### config.mk
export PLATFORM = sky130hd
export DESIGN_NAME = cnt_ctrl_front
export DESIGN_NICKNAME = d
export VERILOG_FILES = /design/src/rtl/cnt_ctrl_pkg.sv /design/src/rtl/cnt_ctrl_front_btn_debounce.sv /design/src/rtl/cnt_ctrl_front.sv
export SDC_FILE = /design/constraint.sdc
export NUM_CORES = 1
export LEC_CHECK = 0
export CORE_AREA = 5 5 42 44
export CTS_BUF_LIST = sky130_fd_sc_hd__clkbuf_4
export CTS_CLUSTER_SIZE = 30
export DETAILED_ROUTE_END_ITERATION = 10
export DIE_AREA = 0 0 47 49
export PLACE_DENSITY_LB_ADDON = 0.3
export SETUP_SLACK_MARGIN = 0.2
export SLEW_MARGIN = 10
export SYNTH_ARGS = -nofsm -noshare
export SYNTH_HDL_FRONTEND = slang
export SYNTH_HIERARCHICAL = 1
export SYNTH_SLANG_ARGS = --single-unit
### constraint.sdc
create_clock -name i_clk -period 2.1 [get_ports i_clk]
set_input_delay 0.42 -clock i_clk [delete_from_list [all_inputs] [get_ports i_clk]]
set_output_delay 0.42 -clock i_clk [all_outputs]
set_load 0.05 [all_outputs]
### src/rtl/cnt_ctrl_pkg.sv
// Shared definitions for the counter control front end: debounce state
// encoding and synchroniser depth.
package cnt_ctrl_pkg;

  localparam int SYNC_STAGES = 2;

  typedef enum logic [1:0] {
    IDLE     = 2'd0,
    PRESS_WT = 2'd1,
    HELD     = 2'd2,
    REL_WT   = 2'd3
  } deb_state_t;

endpackage

### src/rtl/cnt_ctrl_front_btn_debounce.sv
// Push-button conditioner: two-flop synchroniser followed by a press/release
// debounce FSM that emits exactly one o_press per accepted press.
module btn_debounce
  import cnt_ctrl_pkg::*;
#(
  parameter int DEB_CYCLES = 8
) (
  input  logic i_clk,
  input  logic i_rst,
  input  logic i_btn,
  output logic o_press
);

  localparam int CW = (DEB_CYCLES > 2) ? $clog2(DEB_CYCLES) : 1;
  localparam logic [CW-1:0] CNT_MAX = CW'(DEB_CYCLES - 1);

  logic [SYNC_STAGES-1:0] sync_reg;
  logic                   btn_s;
  deb_state_t             state_reg, state_next;
  logic [CW-1:0]          cnt_reg, cnt_next;

  genvar gi;
  generate
    for (gi = 0; gi < SYNC_STAGES; gi++) begin : g_sync
      if (gi == 0) begin : g_first
        always_ff @(posedge i_clk or posedge i_rst) begin
          if (i_rst) sync_reg[gi] <= 1'b0;
          else       sync_reg[gi] <= i_btn;
        end
      end else begin : g_rest
        always_ff @(posedge i_clk or posedge i_rst) begin
          if (i_rst) sync_reg[gi] <= 1'b0;
          else       sync_reg[gi] <= sync_reg[gi-1];
        end
      end
    end
  endgenerate

  assign btn_s = sync_reg[SYNC_STAGES-1];

  always_ff @(posedge i_clk or posedge i_rst) begin
    if (i_rst) begin
      state_reg <= IDLE;
      cnt_reg   <= '0;
    end else begin
      state_reg <= state_next;
      cnt_reg   <= cnt_next;
    end
  end

  // A level change during either wait state aborts the wait immediately.
  always_comb begin
    state_next = state_reg;
    cnt_next   = cnt_reg;
    case (state_reg)
      IDLE: begin
        if (btn_s) begin
          state_next = PRESS_WT;
          cnt_next   = '0;
        end
      end
      PRESS_WT: begin
        if (!btn_s)                state_next = IDLE;
        else if (cnt_reg == CNT_MAX) state_next = HELD;
        else                       cnt_next   = cnt_reg + CW'(1);
      end
      HELD: begin
        if (!btn_s) begin
          state_next = REL_WT;
          cnt_next   = '0;
        end
      end
      REL_WT: begin
        if (btn_s)                 state_next = HELD;
        else if (cnt_reg == CNT_MAX) state_next = IDLE;
        else                       cnt_next   = cnt_reg + CW'(1);
      end
      default: state_next = IDLE;
    endcase
  end

  always_comb begin
    o_press = (state_reg == PRESS_WT) && btn_s && (cnt_reg == CNT_MAX);
  end

endmodule

### src/rtl/cnt_ctrl_front.sv
// Control front end for the 4-bit up/down counter: direction toggle, reload
// pulse and tick prescaler. Optional pause button with CNT_CTRL_PAUSE_EN.
module cnt_ctrl_front
  import cnt_ctrl_pkg::*;
#(
  parameter int DIV        = 16,
  parameter int DEB_CYCLES = 8
) (
  input  logic i_clk,
  input  logic i_rst,
  input  logic i_btn_dir,
`ifdef CNT_CTRL_PAUSE_EN
  input  logic i_btn_pause,
  output logic o_pause,
`endif
  output logic o_tick,
  output logic o_mode,
  output logic o_cnt_rst
);

`ifdef CNT_CTRL_PAUSE_EN
  localparam int NUM_BTN = 2;
`else
  localparam int NUM_BTN = 1;
`endif
  localparam int PW = (DIV > 2) ? $clog2(DIV) : 1;
  localparam logic [PW-1:0] PRE_MAX = PW'(DIV - 1);

  logic [NUM_BTN-1:0] btn_raw;
  logic [NUM_BTN-1:0] press;
  logic [PW-1:0]      pre_cnt_reg;
  logic               tick_reg;
  logic               mode_reg;
  logic               cnt_rst_reg;
  logic               paused;

  assign btn_raw[0] = i_btn_dir;
`ifdef CNT_CTRL_PAUSE_EN
  assign btn_raw[1] = i_btn_pause;
`endif

  genvar gi;
  generate
    for (gi = 0; gi < NUM_BTN; gi++) begin : g_deb
      btn_debounce #(
        .DEB_CYCLES(DEB_CYCLES)
      ) u_deb (
        .i_clk  (i_clk),
        .i_rst  (i_rst),
        .i_btn  (btn_raw[gi]),
        .o_press(press[gi])
      );
    end
  endgenerate

`ifdef CNT_CTRL_PAUSE_EN
  logic pause_reg;

  always_ff @(posedge i_clk or posedge i_rst) begin
    if (i_rst)         pause_reg <= 1'b0;
    else if (press[1]) pause_reg <= ~pause_reg;
  end

  assign paused  = pause_reg;
  assign o_pause = pause_reg;
`else
  assign paused = 1'b0;
`endif

  // A direction press outranks a due tick so the counter reloads cleanly.
  always_ff @(posedge i_clk or posedge i_rst) begin
    if (i_rst) begin
      pre_cnt_reg <= '0;
      tick_reg    <= 1'b0;
      mode_reg    <= 1'b0;
      cnt_rst_reg <= 1'b0;
    end else begin
      cnt_rst_reg <= press[0];
      if (press[0]) begin
        mode_reg    <= ~mode_reg;
        pre_cnt_reg <= '0;
        tick_reg    <= 1'b0;
      end else if (paused) begin
        tick_reg    <= 1'b0;
      end else begin
        tick_reg    <= (pre_cnt_reg == PRE_MAX);
        pre_cnt_reg <= (pre_cnt_reg == PRE_MAX) ? '0 : pre_cnt_reg + PW'(1);
      end
    end
  end

  assign o_tick    = tick_reg;
  assign o_mode    = mode_reg;
  assign o_cnt_rst = cnt_rst_reg;

endmodule

# Word-level counts from Yosys, hierarchy flattened
# Index checks and enable logic that the tools add are counted.
[word_totals]
n_memories = 0
elab_cells = 43
input_bits = 3
rom_bits = 0
latchBits = 0
register_bits = 14
ramBits = 0
[classes]
mul = 0
n_addsub = 2
muxes = 16
bitwise = 1
n_eq_ne = 11
shifts = 0
div = 0
n_reduce_logical = 5
n_lt_le_gt_ge = 0
[ops]
columns = ["operator", "n"]
rows = [
  ["3-bit 2-to-1 mux", 5],
  ["2-bit 2-to-1 mux", 6],
  ["3-bit case mux with 4 select lines", 1],
  ["4-bit 2-to-1 mux", 2],
  ["2-bit case mux with 4 select lines", 1],
  ["4-bit AND reduction", 2],
  ["4-bit by 1-bit adder with 4-bit output (second input constant)", 1],
  ["2-bit == test (second input constant)", 2],
  ["4-bit == test (second input constant)", 1],
  ["2-bit by 1-bit inequality test with 1-bit output (second input constant)", 2],
  ["2-bit inequality test (second input constant)", 2],
  ["3-bit by 1-bit adder with 3-bit output (second input constant)", 1],
  ["3-bit == test (second input constant)", 1],
  ["3-bit by 1-bit inequality test with 1-bit output (second input constant)", 1],
  ["3-bit inequality test (second input constant)", 1],
  ["2-bit by 1-bit == test with 1-bit output (second input constant)", 1],
  ["1-bit logical AND", 2],
  ["2-bit logical NOT", 1],
  ["1-bit 2-to-1 mux", 1],
  ["1-bit inverter", 1],
]

# Logic depth before layout (Yosys ltp)
[depth]
word_depth = 4
ltp_mapped = 5
mapped_depth_nobuf = 5

# By module
# Netlist, hierarchy kept.
[modules_own_cells]
columns = ["mod", "cells_each", "area_per_inst_um2", "n_inst"]
rows = [
  ["btn_debounce", 23, 301.5, 1],
  ["cnt_ctrl_front", 19, 257.7, 1],
]

# Worst setup path before layout
# No wires, ideal clock.
[synth_path]
path_type = "flip-flop to flip-flop"
start = "register g_deb[0].u_deb.cnt_reg[0]"
end = "register mode_reg, in the netlist o_mode"
synth_period_minus_slack_ns = 1.531
arrival_ns = 1.374
stages_incl_launch_ff = 6
slack_ns = 0.569
setup_time_ns = 0.157
cell_sequence = "dfrtp_1 ha_1 ha_1 nand2_1 nor3b_1 xor2_1"
[synth_between]
elab_chain_len = 2
[synth_lines]
columns = ["element", "line", "rtl"]
rows = [
  ["start, declared", "cnt_ctrl_front_btn_debounce.sv:20", "logic [CW-1:0] cnt_reg, cnt_next;"],
  ["start signal, assigned", "cnt_ctrl_front_btn_debounce.sv:47", "cnt_reg <= cnt_next;"],
  ["3-bit == test", "cnt_ctrl_front_btn_debounce.sv:83", "o_press = (state_reg == PRESS_WT) && btn_s && (cnt_reg == CNT_MAX);"],
  ["1-bit logical AND", "cnt_ctrl_front_btn_debounce.sv:83", ""],
  ["named net press", "cnt_ctrl_front.sv:30", "logic [NUM_BTN-1:0] press;"],
  ["end signal, assigned", "cnt_ctrl_front.sv:80", "mode_reg <= ~mode_reg;"],
  ["end, declared", "cnt_ctrl_front.sv:33", "logic mode_reg;"],
]
# The timed path passes the listed nets, and every way through them passes these cells.
# A chain may end at the register's enable or synchronous reset.

# Worst setup path after layout
[layout_path]
start = "register cnt_rst_reg, in the netlist o_cnt_rst"
end = "output o_cnt_rst"
[layout_rtl]
columns = ["element", "line", "rtl"]
rows = [
  ["start, declared", "cnt_ctrl_front.sv:34", "logic cnt_rst_reg;"],
  ["start signal, assigned", "cnt_ctrl_front.sv:78", "cnt_rst_reg <= press[0];"],
  ["end, declared", "cnt_ctrl_front.sv:18", "output logic o_cnt_rst"],
]
# No word-level cell between the ends.

==> run metrics <==
H-tree Lvls=1; worst setup path endpoint=o_cnt_rst; Routed WL per cell=11.5 µm; DRC violations left=0; Die Height=about 49 µm; Layout fillers=about 150; Longest Clk Path Bufs=2; met2 Use GR=0.127; Cell Area, Synth=approximately 560 µm²; met3 GRT Util=0.0554; most common library cells after synthesis=dfrtp_1 (14), inv_1 (4), ha_1 (3); reg2reg end=pre_cnt_reg[3]; critical path class=register to primary output; CORE AREA=approximately 0.0014 mm²; slowest cell on the critical path=clkdlybuf4s50_1; drt first pass iters=3; Final Max Tran Viols=0; r2r startpoint=g_deb[0].u_deb/cnt_reg[0]; slew margin rel.=0.672; CTS tree=yes; Synth Warn #=6; die area=around 0.0023 mm²; via count=between 300 and 400; Port Buffers=5; vias per cell=between 4 and 5; row count=14; Initial Util=0.399; ant diodes=0; worst r2r path cells=6; top area cells in the synthesized netlist=dfrtp_1 (63%), ha_1 (6.7%), a22o_2 (3.6%), xnor2_1 (3.1%), xor2_1 (3.1%); minimum clock period after layout=1.81 ns; Synth Net Count=48; DP Wirelength=approximately 580 µm; Finished Layout Cells=68; arrival time worst endpoint=1.39 ns; CP startpoint=o_cnt_rst; vias in the first global route=approximately 330; Fin Clk Skew=0.00680 ns; Max Freq=between 0.5 and 0.6 GHz; # clock sinks=14; Die W=around 47 µm; met1 Use GR=0.0924; Total Nets Final=slightly below 60; critical-path cell list=clkdlybuf4s50_1; flops & latches, synth=14; Critical Path RT=approximately 1.7 ns; Setup Buffers After CTS=0; most common cell in the netlist=dfrtp_1; PD cells=between 1000 and 1500 mW/mm²; root buffer cell=clkbuf_4; final hold slack=~0.35 ns; CP Launch Type=register; setup TNS=0 ns; Slew @ Worst Pin=0.490 ns; worst-path fanout max=1; Leak Pwr=approximately 0.00034 µW; initial DRC count=1; Crit. path cell count=1; Total Wirelength=around 780 µm; final setup fails=0; Yosys cell types=18; ys flop type=dfrtp_1; outcome=finished clean; Period Utilization, post-route=0.864; unrepaired setup endpoints after global routing=no; Total GRT Usage=0.0837; clock latency on the worst-skew pair=0.27 ns; Worst R2R Setup Slack=~0.63 ns; register area share after synthesis=0.626; largest net degree at the start of global routing=9; Fin. Hold Viols=0; cell count after synthesis=42; GP Congestion=between 0.7 and 0.8; top cell type by total area after synthesis=dfrtp_1; Final ANT Viol Nets=0; placed cells=64; first-pass GRT wire length=about 1300 µm; number of enable flip-flop cells after synthesis=0; ys async rst share=1.00; IO Count=6; Max Cap Violations=0; antenna violations before repair=0; delay-heaviest family, CP=buffers and inverters; maximum VDD drop=0.589 mV; Largest register FFs=4; layout cell share with drive strength beyond 1=0.173; CTS Buf Count=3; slowest cell delay on critical path=between 0.7 and 0.8 ns; CP bufs+invs=1; Clock transition at path regs=0.08 ns; Final Total Pwr=672 µW; endpoint type of the worst setup path=primary output; top cell type's share of synthesized area=0.626; area grow syn2layout=18.3%; Syn Area/Cell=13.3 µm²; worst hold path type=register to register; GRT Residual Overflow=0; GR peak layer=met2
final cells by class:
class / instances / area [µm²] / area share
clock buffer: 3 / 22.5 / 0.0340
timing repair buffer: 6 / 56.3 / 0.0851
tap: 16 / 20.0 / 0.0302
clock inverter: 1 / 3.75 / 0.00567
multi-input combinational: 24 / 194 / 0.293
inverter: 4 / 15.0 / 0.0227
sequential: 14 / 350 / 0.529
how the worst min path moves through the flow:
stage          depth (start not counted)                        from                    to  slack (ns)
5_1_grt                                0  g_deb[0].u_deb/sync_reg[0]  g_deb[0].u_deb/btn_s        0.38
3_3_place_gp                           0  g_deb[0].u_deb/sync_reg[0]  g_deb[0].u_deb/btn_s        0.33
4_1_cts                                0  g_deb[0].u_deb/sync_reg[0]  g_deb[0].u_deb/btn_s        0.36
6_report                               0  g_deb[0].u_deb/sync_reg[0]  g_deb[0].u_deb/btn_s        0.35
3_5_place_dp                           0  g_deb[0].u_deb/sync_reg[0]  g_deb[0].u_deb/btn_s        0.34
2_1_floorplan                          1                       i_rst             async pin        0.22
where the power goes:
group / leakage, µW / internal, µW / switching, µW / total, µW
registers: 0.000177 / 329 / 44.0 / 373
clock network: 0.0000154 / 68.8 / 77.4 / 146
logic: 0.000148 / 83.1 / 69.6 / 153
total: 0.000340 / 481 / 191 / 672
cell usage in the layout, fill, tap and decap left out, drive strengths merged:
| cell type | instances |
|---|---|
| nor2 | 2 |
| clkinv | 1 |
| nor2b | 1 |
| buf | 1 |
| a311oi | 1 |
| nand3 | 1 |
| a21o | 2 |
| dfrtp | 14 |
| a22o | 2 |
| nor3b | 3 |
| mux2 | 1 |
| dlygate4sd2 | 1 |
| nand2 | 2 |
| clkbuf | 3 |
| xor2 | 2 |
| clkdlybuf4s50 | 4 |
| inv | 4 |
| a31oi | 1 |
| ha | 3 |
| a21oi | 1 |
| xnor2 | 2 |
kinds of logic after synthesis:
kind of cell    share of synthesized area
mux                                0.0201
compound gates                      0.101
xor+xnor                           0.0627
simple gates                       0.0962
fa+ha+maj                          0.0671
flops                               0.626
buf+inv                            0.0268
timing repair:
| item | in CTS | in global routing |
|---|---|---|
| resized for setup | 1 | 0 |
| setup endpoints to repair | 1 | 0 |
| hold buffers | 0 | 0 |
metal layers:
| metal | vias up | wire, µm |
|---|---|---|
| met5 | - | 0 |
| met3 | 0 | 56 |
| met2 | 9 | 386 |
| met1 | 155 | 337 |
| li1 | 164 | - |
| met4 | 0 | 0 |
metrics by stage:
stage | worst slack [ns] | cell area (µm²) | util
finish | 0.286 | 662 | 0.472
global route | 0.232 | 662 | 0.472
CTS | 0.267 | 662 | 0.472
detailed placement | 0.516 | 637 | 0.454
global placement | 0.545 | 637 | 0.454
floorplan | 0.569 | 559 | -
worst reg2reg max path, stage by stage (launching register included):
cell and delay [ns]:
dfrtp_1 0.38, ha_1 0.20, ha_1 0.20, nand2_1 0.15
nor3b_1 0.08, buf_4 0.16, a311oi_1 0.21
Note: power is estimated with default switching activity, not from simulation.
